===== src/rtl/vga_timing_ctrl_pkg.sv =====
`default_nettype none
// ============================================================================
// Package  : vga_timing_pkg
// Purpose  : Shared timing defaults (640x480@60 from a 100 MHz clock), sync
//            polarity constants and small helpers for axis totals and
//            counter widths used by the VGA timing controller.
// Ports    : none
// Revision : 1.0 - initial release
// ============================================================================
package vga_timing_pkg;

  // Sync polarity encodings: the value driven while the sync is active.
  localparam bit SYNC_ACTIVE_LOW  = 1'b0;
  localparam bit SYNC_ACTIVE_HIGH = 1'b1;

  // Default 640x480@60 timing, 25 MHz pixel rate from a 100 MHz clock.
  localparam int unsigned DEF_CLK_DIV  = 4;
  localparam int unsigned DEF_H_ACTIVE = 640;
  localparam int unsigned DEF_H_FP     = 16;
  localparam int unsigned DEF_H_SYNC   = 96;
  localparam int unsigned DEF_H_BP     = 48;
  localparam int unsigned DEF_V_ACTIVE = 480;
  localparam int unsigned DEF_V_FP     = 10;
  localparam int unsigned DEF_V_SYNC   = 2;
  localparam int unsigned DEF_V_BP     = 33;

  // Length of one axis period: visible + front porch + sync + back porch.
  function automatic int unsigned axis_total(input int unsigned active,
                                             input int unsigned fp,
                                             input int unsigned sync,
                                             input int unsigned bp);
    return active + fp + sync + bp;
  endfunction

  // Pixels per line.
  function automatic int unsigned h_total(input int unsigned active,
                                          input int unsigned fp,
                                          input int unsigned sync,
                                          input int unsigned bp);
    return axis_total(active, fp, sync, bp);
  endfunction

  // Lines per frame.
  function automatic int unsigned v_total(input int unsigned active,
                                          input int unsigned fp,
                                          input int unsigned sync,
                                          input int unsigned bp);
    return axis_total(active, fp, sync, bp);
  endfunction

  // Bits needed to hold the values 0..total-1 (at least one bit).
  function automatic int unsigned cnt_width(input int unsigned total);
    return (total <= 2) ? 1 : $clog2(total);
  endfunction

  // Default width; the line is the longer axis in the default mode.
  localparam int unsigned DEF_CNT_W =
    cnt_width(h_total(DEF_H_ACTIVE, DEF_H_FP, DEF_H_SYNC, DEF_H_BP));

endpackage
`default_nettype wire


===== src/rtl/vga_timing_ctrl_if.sv =====
`default_nettype none
// ============================================================================
// Interface: vga_timing_ctrl_if
// Purpose  : Timing bundle from the VGA sequencer to the colour stage and the
//            tank/sprite ROM address logic.
// Signals  : pix_tick      - one-clk pixel advance strobe
//            hsync/vsync   - sync outputs at the configured polarity
//            colour_enable - high inside the visible area
//            pixel_x/y     - current horizontal / vertical position
//            line_start    - pulse on the tick entering pixel_x = 0
//            frame_start   - pulse on the tick entering (0,0)
//            master = sequencer side, slave = consumer side
// Revision : 1.0 - initial release
// ============================================================================
interface vga_timing_ctrl_if
  import vga_timing_pkg::*;
#(
  parameter int unsigned CNT_W = DEF_CNT_W
) ();

  logic             pix_tick;
  logic             hsync;
  logic             vsync;
  logic             colour_enable;
  logic [CNT_W-1:0] pixel_x;
  logic [CNT_W-1:0] pixel_y;
  logic             line_start;
  logic             frame_start;

  modport master (
    output pix_tick, hsync, vsync, colour_enable,
    output pixel_x, pixel_y, line_start, frame_start
  );

  modport slave (
    input pix_tick, hsync, vsync, colour_enable,
    input pixel_x, pixel_y, line_start, frame_start
  );

endinterface
`default_nettype wire


===== src/rtl/vga_timing_ctrl_axis_counter.sv =====
`default_nettype none
// ============================================================================
// Module   : vga_axis_counter
// Purpose  : One display axis: a wrapping position counter plus registered
//            visible and sync decodes. The decodes are computed from the
//            next count so they stay cycle-aligned with the count itself.
// Ports    : clk     - system clock
//            resetn  - synchronous reset, active-low
//            advance - step the count by one (wraps after the last position)
//            count   - current position
//            wrap    - count is at its last position (next advance wraps)
//            visible - count is inside the active region
//            sync    - sync level, POL while in the sync region
// Revision : 1.0 - initial release
// ============================================================================
module vga_axis_counter
  import vga_timing_pkg::*;
#(
  parameter int unsigned ACTIVE = DEF_H_ACTIVE,
  parameter int unsigned FP     = DEF_H_FP,
  parameter int unsigned SYNC   = DEF_H_SYNC,
  parameter int unsigned BP     = DEF_H_BP,
  parameter bit          POL    = SYNC_ACTIVE_LOW,
  parameter int unsigned W      = DEF_CNT_W
) (
  input  wire logic         clk,
  input  wire logic         resetn,
  input  wire logic         advance,
  output logic [W-1:0]      count,
  output logic              wrap,
  output logic              visible,
  output logic              sync
);

  localparam int unsigned c_total = axis_total(ACTIVE, FP, SYNC, BP);
  localparam logic [W-1:0] c_last = W'(c_total - 1);
  // Region bounds carry one spare bit so an end bound equal to the period
  // length cannot truncate to zero.
  localparam logic [W:0] c_active   = (W+1)'(ACTIVE);
  localparam logic [W:0] c_sync_beg = (W+1)'(ACTIVE + FP);
  localparam logic [W:0] c_sync_end = (W+1)'(ACTIVE + FP + SYNC);

  logic [W-1:0] r_count;
  logic         r_visible;
  logic         r_sync;
  logic [W-1:0] w_next;
  logic [W:0]   w_next_ext;

  assign wrap = (r_count == c_last);

  always_comb begin
    w_next = r_count;
    if (advance) begin
      w_next = wrap ? '0 : r_count + 1'b1;
    end
  end

  assign w_next_ext = {1'b0, w_next};

  always_ff @(posedge clk) begin
    if (!resetn) begin
      r_count   <= '0;
      r_visible <= 1'b0;
      r_sync    <= ~POL;
    end else begin
      r_count   <= w_next;
      r_visible <= (w_next_ext < c_active);
      r_sync    <= ((w_next_ext >= c_sync_beg) && (w_next_ext < c_sync_end)) ? POL : ~POL;
    end
  end

  assign count   = r_count;
  assign visible = r_visible;
  assign sync    = r_sync;

endmodule
`default_nettype wire


===== src/rtl/vga_timing_ctrl.sv =====
`default_nettype none
// ============================================================================
// Module   : vga_timing_ctrl
// Purpose  : VGA timing sequencer: pixel-rate divider, horizontal/vertical
//            position counters, sync generation, visible-area enable and
//            line/frame start strobes.
// Ports    : clk    - system clock
//            resetn - synchronous reset, active-low
//            vga    - timing bundle (vga_timing_ctrl_if.master)
// Notes    : colour_enable feeds the colour register directly, which delays
//            RGB by one clk relative to the syncs; consumers present colour
//            for pixel_x one clk early or re-register the syncs.
//            Reset itself enters (0,0), so the first frame_start marks the
//            end of frame 0; treat reset as an implicit frame start.
// Revision : 1.0 - initial release
// ============================================================================
module vga_timing_ctrl
  import vga_timing_pkg::*;
#(
  parameter int unsigned CLK_DIV  = DEF_CLK_DIV,
  parameter int unsigned H_ACTIVE = DEF_H_ACTIVE,
  parameter int unsigned H_FP     = DEF_H_FP,
  parameter int unsigned H_SYNC   = DEF_H_SYNC,
  parameter int unsigned H_BP     = DEF_H_BP,
  parameter int unsigned V_ACTIVE = DEF_V_ACTIVE,
  parameter int unsigned V_FP     = DEF_V_FP,
  parameter int unsigned V_SYNC   = DEF_V_SYNC,
  parameter int unsigned V_BP     = DEF_V_BP,
  parameter bit          SYNC_POL = SYNC_ACTIVE_LOW,
  parameter int unsigned CNT_W    = DEF_CNT_W
) (
  input  wire logic          clk,
  input  wire logic          resetn,
  vga_timing_ctrl_if.master  vga
);

  // w_adv is the pixel advance: counters step on the same edge that
  // registers pix_tick, so pix_tick is high while the new position shows.
  logic w_adv;

  generate
    if (CLK_DIV <= 1) begin : g_div_bypass
      assign w_adv = 1'b1;
    end else begin : g_div_cnt
      localparam int unsigned c_div_w = $clog2(CLK_DIV);
      localparam logic [c_div_w-1:0] c_div_last = c_div_w'(CLK_DIV - 1);

      logic [c_div_w-1:0] r_div_cnt;

      always_ff @(posedge clk) begin
        if (!resetn) begin
          r_div_cnt <= '0;
        end else if (r_div_cnt == c_div_last) begin
          r_div_cnt <= '0;
        end else begin
          r_div_cnt <= r_div_cnt + 1'b1;
        end
      end

      assign w_adv = (r_div_cnt == c_div_last);
    end
  endgenerate

  logic [CNT_W-1:0] w_h_count;
  logic [CNT_W-1:0] w_v_count;
  logic             w_h_wrap;
  logic             w_v_wrap;
  logic             w_h_visible;
  logic             w_v_visible;
  logic             w_hsync;
  logic             w_vsync;
  logic             w_v_adv;

  // Lines advance only on the pixel tick that wraps the horizontal count.
  assign w_v_adv = w_adv & w_h_wrap;

  vga_axis_counter #(
    .ACTIVE (H_ACTIVE),
    .FP     (H_FP),
    .SYNC   (H_SYNC),
    .BP     (H_BP),
    .POL    (SYNC_POL),
    .W      (CNT_W)
  ) u_h_axis (
    .clk     (clk),
    .resetn  (resetn),
    .advance (w_adv),
    .count   (w_h_count),
    .wrap    (w_h_wrap),
    .visible (w_h_visible),
    .sync    (w_hsync)
  );

  vga_axis_counter #(
    .ACTIVE (V_ACTIVE),
    .FP     (V_FP),
    .SYNC   (V_SYNC),
    .BP     (V_BP),
    .POL    (SYNC_POL),
    .W      (CNT_W)
  ) u_v_axis (
    .clk     (clk),
    .resetn  (resetn),
    .advance (w_v_adv),
    .count   (w_v_count),
    .wrap    (w_v_wrap),
    .visible (w_v_visible),
    .sync    (w_vsync)
  );

  logic r_pix_tick;
  logic r_line_start;
  logic r_frame_start;

  always_ff @(posedge clk) begin
    if (!resetn) begin
      r_pix_tick    <= 1'b0;
      r_line_start  <= 1'b0;
      r_frame_start <= 1'b0;
    end else begin
      r_pix_tick    <= w_adv;
      r_line_start  <= w_v_adv;
      r_frame_start <= w_v_adv & w_v_wrap;
    end
  end

  assign vga.pix_tick      = r_pix_tick;
  assign vga.hsync         = w_hsync;
  assign vga.vsync         = w_vsync;
  assign vga.colour_enable = w_h_visible & w_v_visible;
  assign vga.pixel_x       = w_h_count;
  assign vga.pixel_y       = w_v_count;
  assign vga.line_start    = r_line_start;
  assign vga.frame_start   = r_frame_start;

endmodule
`default_nettype wire


===== src/flat_wrapper.sv =====
// flat-port wrapper written by rule: the top's interface ports become plain ports
module vga_timing_ctrl_flat import vga_timing_pkg::*;
#(
  parameter int unsigned CLK_DIV  = DEF_CLK_DIV,
  parameter int unsigned H_ACTIVE = DEF_H_ACTIVE,
  parameter int unsigned H_FP     = DEF_H_FP,
  parameter int unsigned H_SYNC   = DEF_H_SYNC,
  parameter int unsigned H_BP     = DEF_H_BP,
  parameter int unsigned V_ACTIVE = DEF_V_ACTIVE,
  parameter int unsigned V_FP     = DEF_V_FP,
  parameter int unsigned V_SYNC   = DEF_V_SYNC,
  parameter int unsigned V_BP     = DEF_V_BP,
  parameter bit          SYNC_POL = SYNC_ACTIVE_LOW,
  parameter int unsigned CNT_W    = DEF_CNT_W
)
  (clk, resetn, vga_pix_tick, vga_hsync, vga_vsync, vga_colour_enable, vga_pixel_x, vga_pixel_y, vga_line_start, vga_frame_start);
  vga_timing_ctrl_if #(.CNT_W(CNT_W)) vga_i ();
  input  wire logic clk;
  input  wire logic resetn;
  output wire logic [$bits(vga_i.pix_tick)-1:0] vga_pix_tick;
  output wire logic [$bits(vga_i.hsync)-1:0] vga_hsync;
  output wire logic [$bits(vga_i.vsync)-1:0] vga_vsync;
  output wire logic [$bits(vga_i.colour_enable)-1:0] vga_colour_enable;
  output wire logic [$bits(vga_i.pixel_x)-1:0] vga_pixel_x;
  output wire logic [$bits(vga_i.pixel_y)-1:0] vga_pixel_y;
  output wire logic [$bits(vga_i.line_start)-1:0] vga_line_start;
  output wire logic [$bits(vga_i.frame_start)-1:0] vga_frame_start;
  assign vga_pix_tick = vga_i.pix_tick;
  assign vga_hsync = vga_i.hsync;
  assign vga_vsync = vga_i.vsync;
  assign vga_colour_enable = vga_i.colour_enable;
  assign vga_pixel_x = vga_i.pixel_x;
  assign vga_pixel_y = vga_i.pixel_y;
  assign vga_line_start = vga_i.line_start;
  assign vga_frame_start = vga_i.frame_start;
  vga_timing_ctrl #(.CLK_DIV(CLK_DIV), .H_ACTIVE(H_ACTIVE), .H_FP(H_FP), .H_SYNC(H_SYNC), .H_BP(H_BP), .V_ACTIVE(V_ACTIVE), .V_FP(V_FP), .V_SYNC(V_SYNC), .V_BP(V_BP), .SYNC_POL(SYNC_POL), .CNT_W(CNT_W)) u_core (.clk(clk), .resetn(resetn), .vga(vga_i));
endmodule

===== config.mk =====
export PLATFORM = sky130hd
export DESIGN_NAME = vga_timing_ctrl_flat
export DESIGN_NICKNAME = d
export VERILOG_FILES = /design/src/rtl/vga_timing_ctrl_pkg.sv /design/src/rtl/vga_timing_ctrl_if.sv /design/src/rtl/vga_timing_ctrl_axis_counter.sv /design/src/rtl/vga_timing_ctrl.sv /design/src/flat_wrapper.sv
export SDC_FILE = /design/constraint.sdc
export NUM_CORES = 1
export LEC_CHECK = 0
export ABC_AREA = 1
export ABC_CLOCK_PERIOD_IN_PS = 2000
export CAP_MARGIN = 5
export CORE_MARGIN = 5
export CORE_UTILIZATION = 52
export CTS_CLUSTER_DIAMETER = 30
export DETAILED_ROUTE_END_ITERATION = 10
export HOLD_SLACK_MARGIN = 0.06
export PLACE_DENSITY = 0.85
export SYNTH_ARGS = -nofsm -noshare
export SYNTH_HDL_FRONTEND = slang
export SYNTH_SLANG_ARGS = --single-unit

===== constraint.sdc =====
create_clock -name clk -period 2 [get_ports clk]
set_input_delay 0.5 -clock clk [delete_from_list [all_inputs] [get_ports clk]]
set_output_delay 0.5 -clock clk [all_outputs]
set_load 0.01 [all_outputs]

==> reports/summary.txt <==
CTS tree: done
HPWL after DPL: 2850 um
Post-Route WL: 3640 um
Setup Buffers After CTS: 0
PwrDens: 508 nW/um2
Yosys warns: 0
Max Cap Viol: 0
Initial antenna violation count: 0
Initial DRC count: 94
Routed vias: 1579
Detailed-route DRC error count: 0
Fin crit period: 1.89 ns
Commonest cells post-synth: nand2_1, inv_1, nor2_1
Ant. Diodes: 0
CP max-delay cell: clkdlybuf4s50_1
Fin nets: 289
Flops & latches, synth: 29
Final Hold Viols: 0
Max Root-Sink Buffers: 2
Synth Area per Inst: 6.58 um2
Share of cells above drive strength 1: 0.134
Row Count: 20
RSZ-0062 raised after global routing: false
CP max FO: 4
Final period utilization: 0.947
Lkg Pwr: 0.930 nW
Distinct cells, synth: 29
Critical path type: flip-flop to output pin
Port Buffers: 27
Max Fclk: 528 MHz
Overall routing resource usage: 0.192
Post-synth EDFFs: 0
Worst Tran Pin Value: 0.280 ns
Worst hold path type: flip-flop to flip-flop
Total Power: 0.00104 W
Setup TNS: 0 ns
Max Slew Vio Count: 0
Arr. time, crit path: 1.39 ns
Area leader, netlist: dfxtp_1
Die W: 66.2 um
Clock sink count: 29
Met2 WL post-DR: 1720 um
Area Growth Syn to Fin: 24.4%
Mapped cell area: 1640 um2
Critical path endpoint category: output pin
Peak per-stage delay on the critical path: 0.53 ns
Relative slew slack: 0.812
Detailed-route vias per instance: 4.81
Clk_skew: 0.0107 ns
Vias in the first global route: 1503
ANT nets after route: 0
Die Area: 4390 um2
Post-Syn Nets: 256
WL met3: 166 um
Clock-pin slew on the worst setup and hold paths: 0.09 ns
Clk root buf: clkbuf_4
Async SR Flop Fraction: 0
Final Wtd Congestion: 0.870
Required time worst endpoint: 1.50 ns
Min-delay src: u_core.g_div_cnt.r_div_cnt[0]
Crit path cell chain: buf_4 > clkdlybuf4s50_1
Worst-Skew Late Latency: 0.32 ns
Pin count of the biggest net entering global routing: 14
Startpoint types: flip-flop
Post-synth top flop: dfxtp_1
Register area share after synthesis: 0.353
DR top layer: met4
CORE AREA: 3050 um2
Per-cell routed wire length: 11.1 um
Top-count cell post-synth: nand2_1
CP Launch Point: u_core.u_v_axis.count[1]
Post-Syn Instances: 250
Global-route wire length before repair: 6600 um
WL met1: 1700 um
Peak supply drop: 0.381 mV
Synth area leaders: dfxtp_1, nand2_1, inv_1
Starting density of the core: 0.539
IO Pins: 28
Die H: 66.2 um
Max H-tree Level: 2
Top cell type's share of synthesized area: 0.353
Count of final setup violators: 0
Cts bufs inserted: 5
Worst r2r src: u_core.u_h_axis.count[0]
Grt ovf: 0
Initial DRT Pass Iterations: 5
Outcome: finished, final reports clean
worst max-delay path: cells and delay by family, from the launching register on:
family,cells,cell delay (ns)
flops,1,0.40
buf+inv,2,0.68
power by group:
group,internal (W),switching [W],leakage [nW]
combinational,0.0000187,0.0000258,0.653
clock,0.000203,0.000198,0.0413
sequential,0.000587,0.00000516,0.236
worst paths after layout:
path,endpoint,depth (start not counted),slack (ns)
hold reg to reg,u_core.g_div_cnt.r_div_cnt[0],1,0.43
hold / removal,u_core.g_div_cnt.r_div_cnt[0],1,0.43
setup reg to reg,u_core.u_v_axis.sync,10,0.23
setup / recovery,vga_pixel_y[1],2,0.11
routing by layer:
metal  GRT usage  up-vias
li1            -      841
met1       0.240      699
met2       0.327       34
met3      0.0391        5
met4      0.0609        0
met5           0        -
flip-flops by register name, indices dropped and copies added (netlist names):
| signal | count |
|---|---|
| u_core.g_div_cnt.r_div_cnt | 2 |
| u_core.u_h_axis.count | 10 |
| u_core.u_h_axis.sync | 1 |
| u_core.u_h_axis.visible | 1 |
| u_core.u_v_axis.count | 10 |
| u_core.u_v_axis.sync | 1 |
| u_core.u_v_axis.visible | 1 |
| u_core.vga.frame_start | 1 |
| u_core.vga.line_start | 1 |
| u_core.vga.pix_tick | 1 |
cells in the final DEF, fill, tap and decap left out:
| cell | Yosys | final |
|---|---|---|
| a211oi_1 | 2 | 2 |
| a21oi_1 | 5 | 5 |
| buf_4 | 1 | 4 |
| clkbuf_4 | 0 | 5 |
| clkbuf_8 | 0 | 2 |
| clkdlybuf4s50_1 | 0 | 27 |
| clkinv_1 | 1 | 1 |
| clkinv_2 | 0 | 1 |
| clkinv_4 | 1 | 1 |
| dfxtp_1 | 29 | 27 |
| dfxtp_2 | 0 | 2 |
| ha_1 | 4 | 2 |
| ha_2 | 0 | 2 |
| inv_1 | 38 | 38 |
| inv_2 | 1 | 1 |
| nand2_1 | 68 | 68 |
| nand2_2 | 2 | 2 |
| nand2_4 | 1 | 1 |
| nand3_1 | 23 | 23 |
| nand3_2 | 2 | 2 |
| nand4_1 | 6 | 6 |
| nand4_4 | 1 | 1 |
| nor2_1 | 35 | 35 |
| nor2_2 | 8 | 8 |
| nor2_4 | 2 | 2 |
| nor3_1 | 4 | 4 |
| nor3_2 | 2 | 2 |
| o21a_1 | 1 | 1 |
| o21ai_0 | 5 | 5 |
| o21ai_2 | 1 | 1 |
| or2_2 | 1 | 1 |
| xor2_1 | 2 | 2 |
repair_timing:
item / CTS / global route
hold buffers: 0 / 0
setup endpoints to repair: 0 / 4
resized for setup: 0 / 4
cell families (layout without fill, tap and decap cells):
group           Yosys count  after routing  synth area share
buf+inv                  46             80             0.116
flops                    29             29             0.353
xor+xnor                  2              2            0.0107
simple gates            155            155             0.440
compound gates           14             14            0.0495
fa+ha+maj                 4              4            0.0304
stage by stage:
stage	instance area [um2]	utilization	worst slack, ns	hold WS, ns	instances
6_report	2040	0.670	0.107	0.432	328
3_3_place_gp	1970	0.644	0.186	0.412	320
5_1_grt	2040	0.670	0.0425	0.470	328
2_1_floorplan	1640	-	0.369	0.399	250
4_1_cts	2040	0.667	0.0501	0.435	328
3_5_place_dp	1970	0.644	0.116	0.422	320
area by class of cell:
type | count | area, um2
repair buffers | 31 | 300
fillers | 280 | 1010
well taps | 44 | 55.1
inverters | 41 | 159
clock buffers | 7 | 65.1
clock inverters | 1 | 5.00
flip-flops and latches | 29 | 583
multi-input cells | 175 | 877
Note: power is estimated with default switching activity, not from simulation.
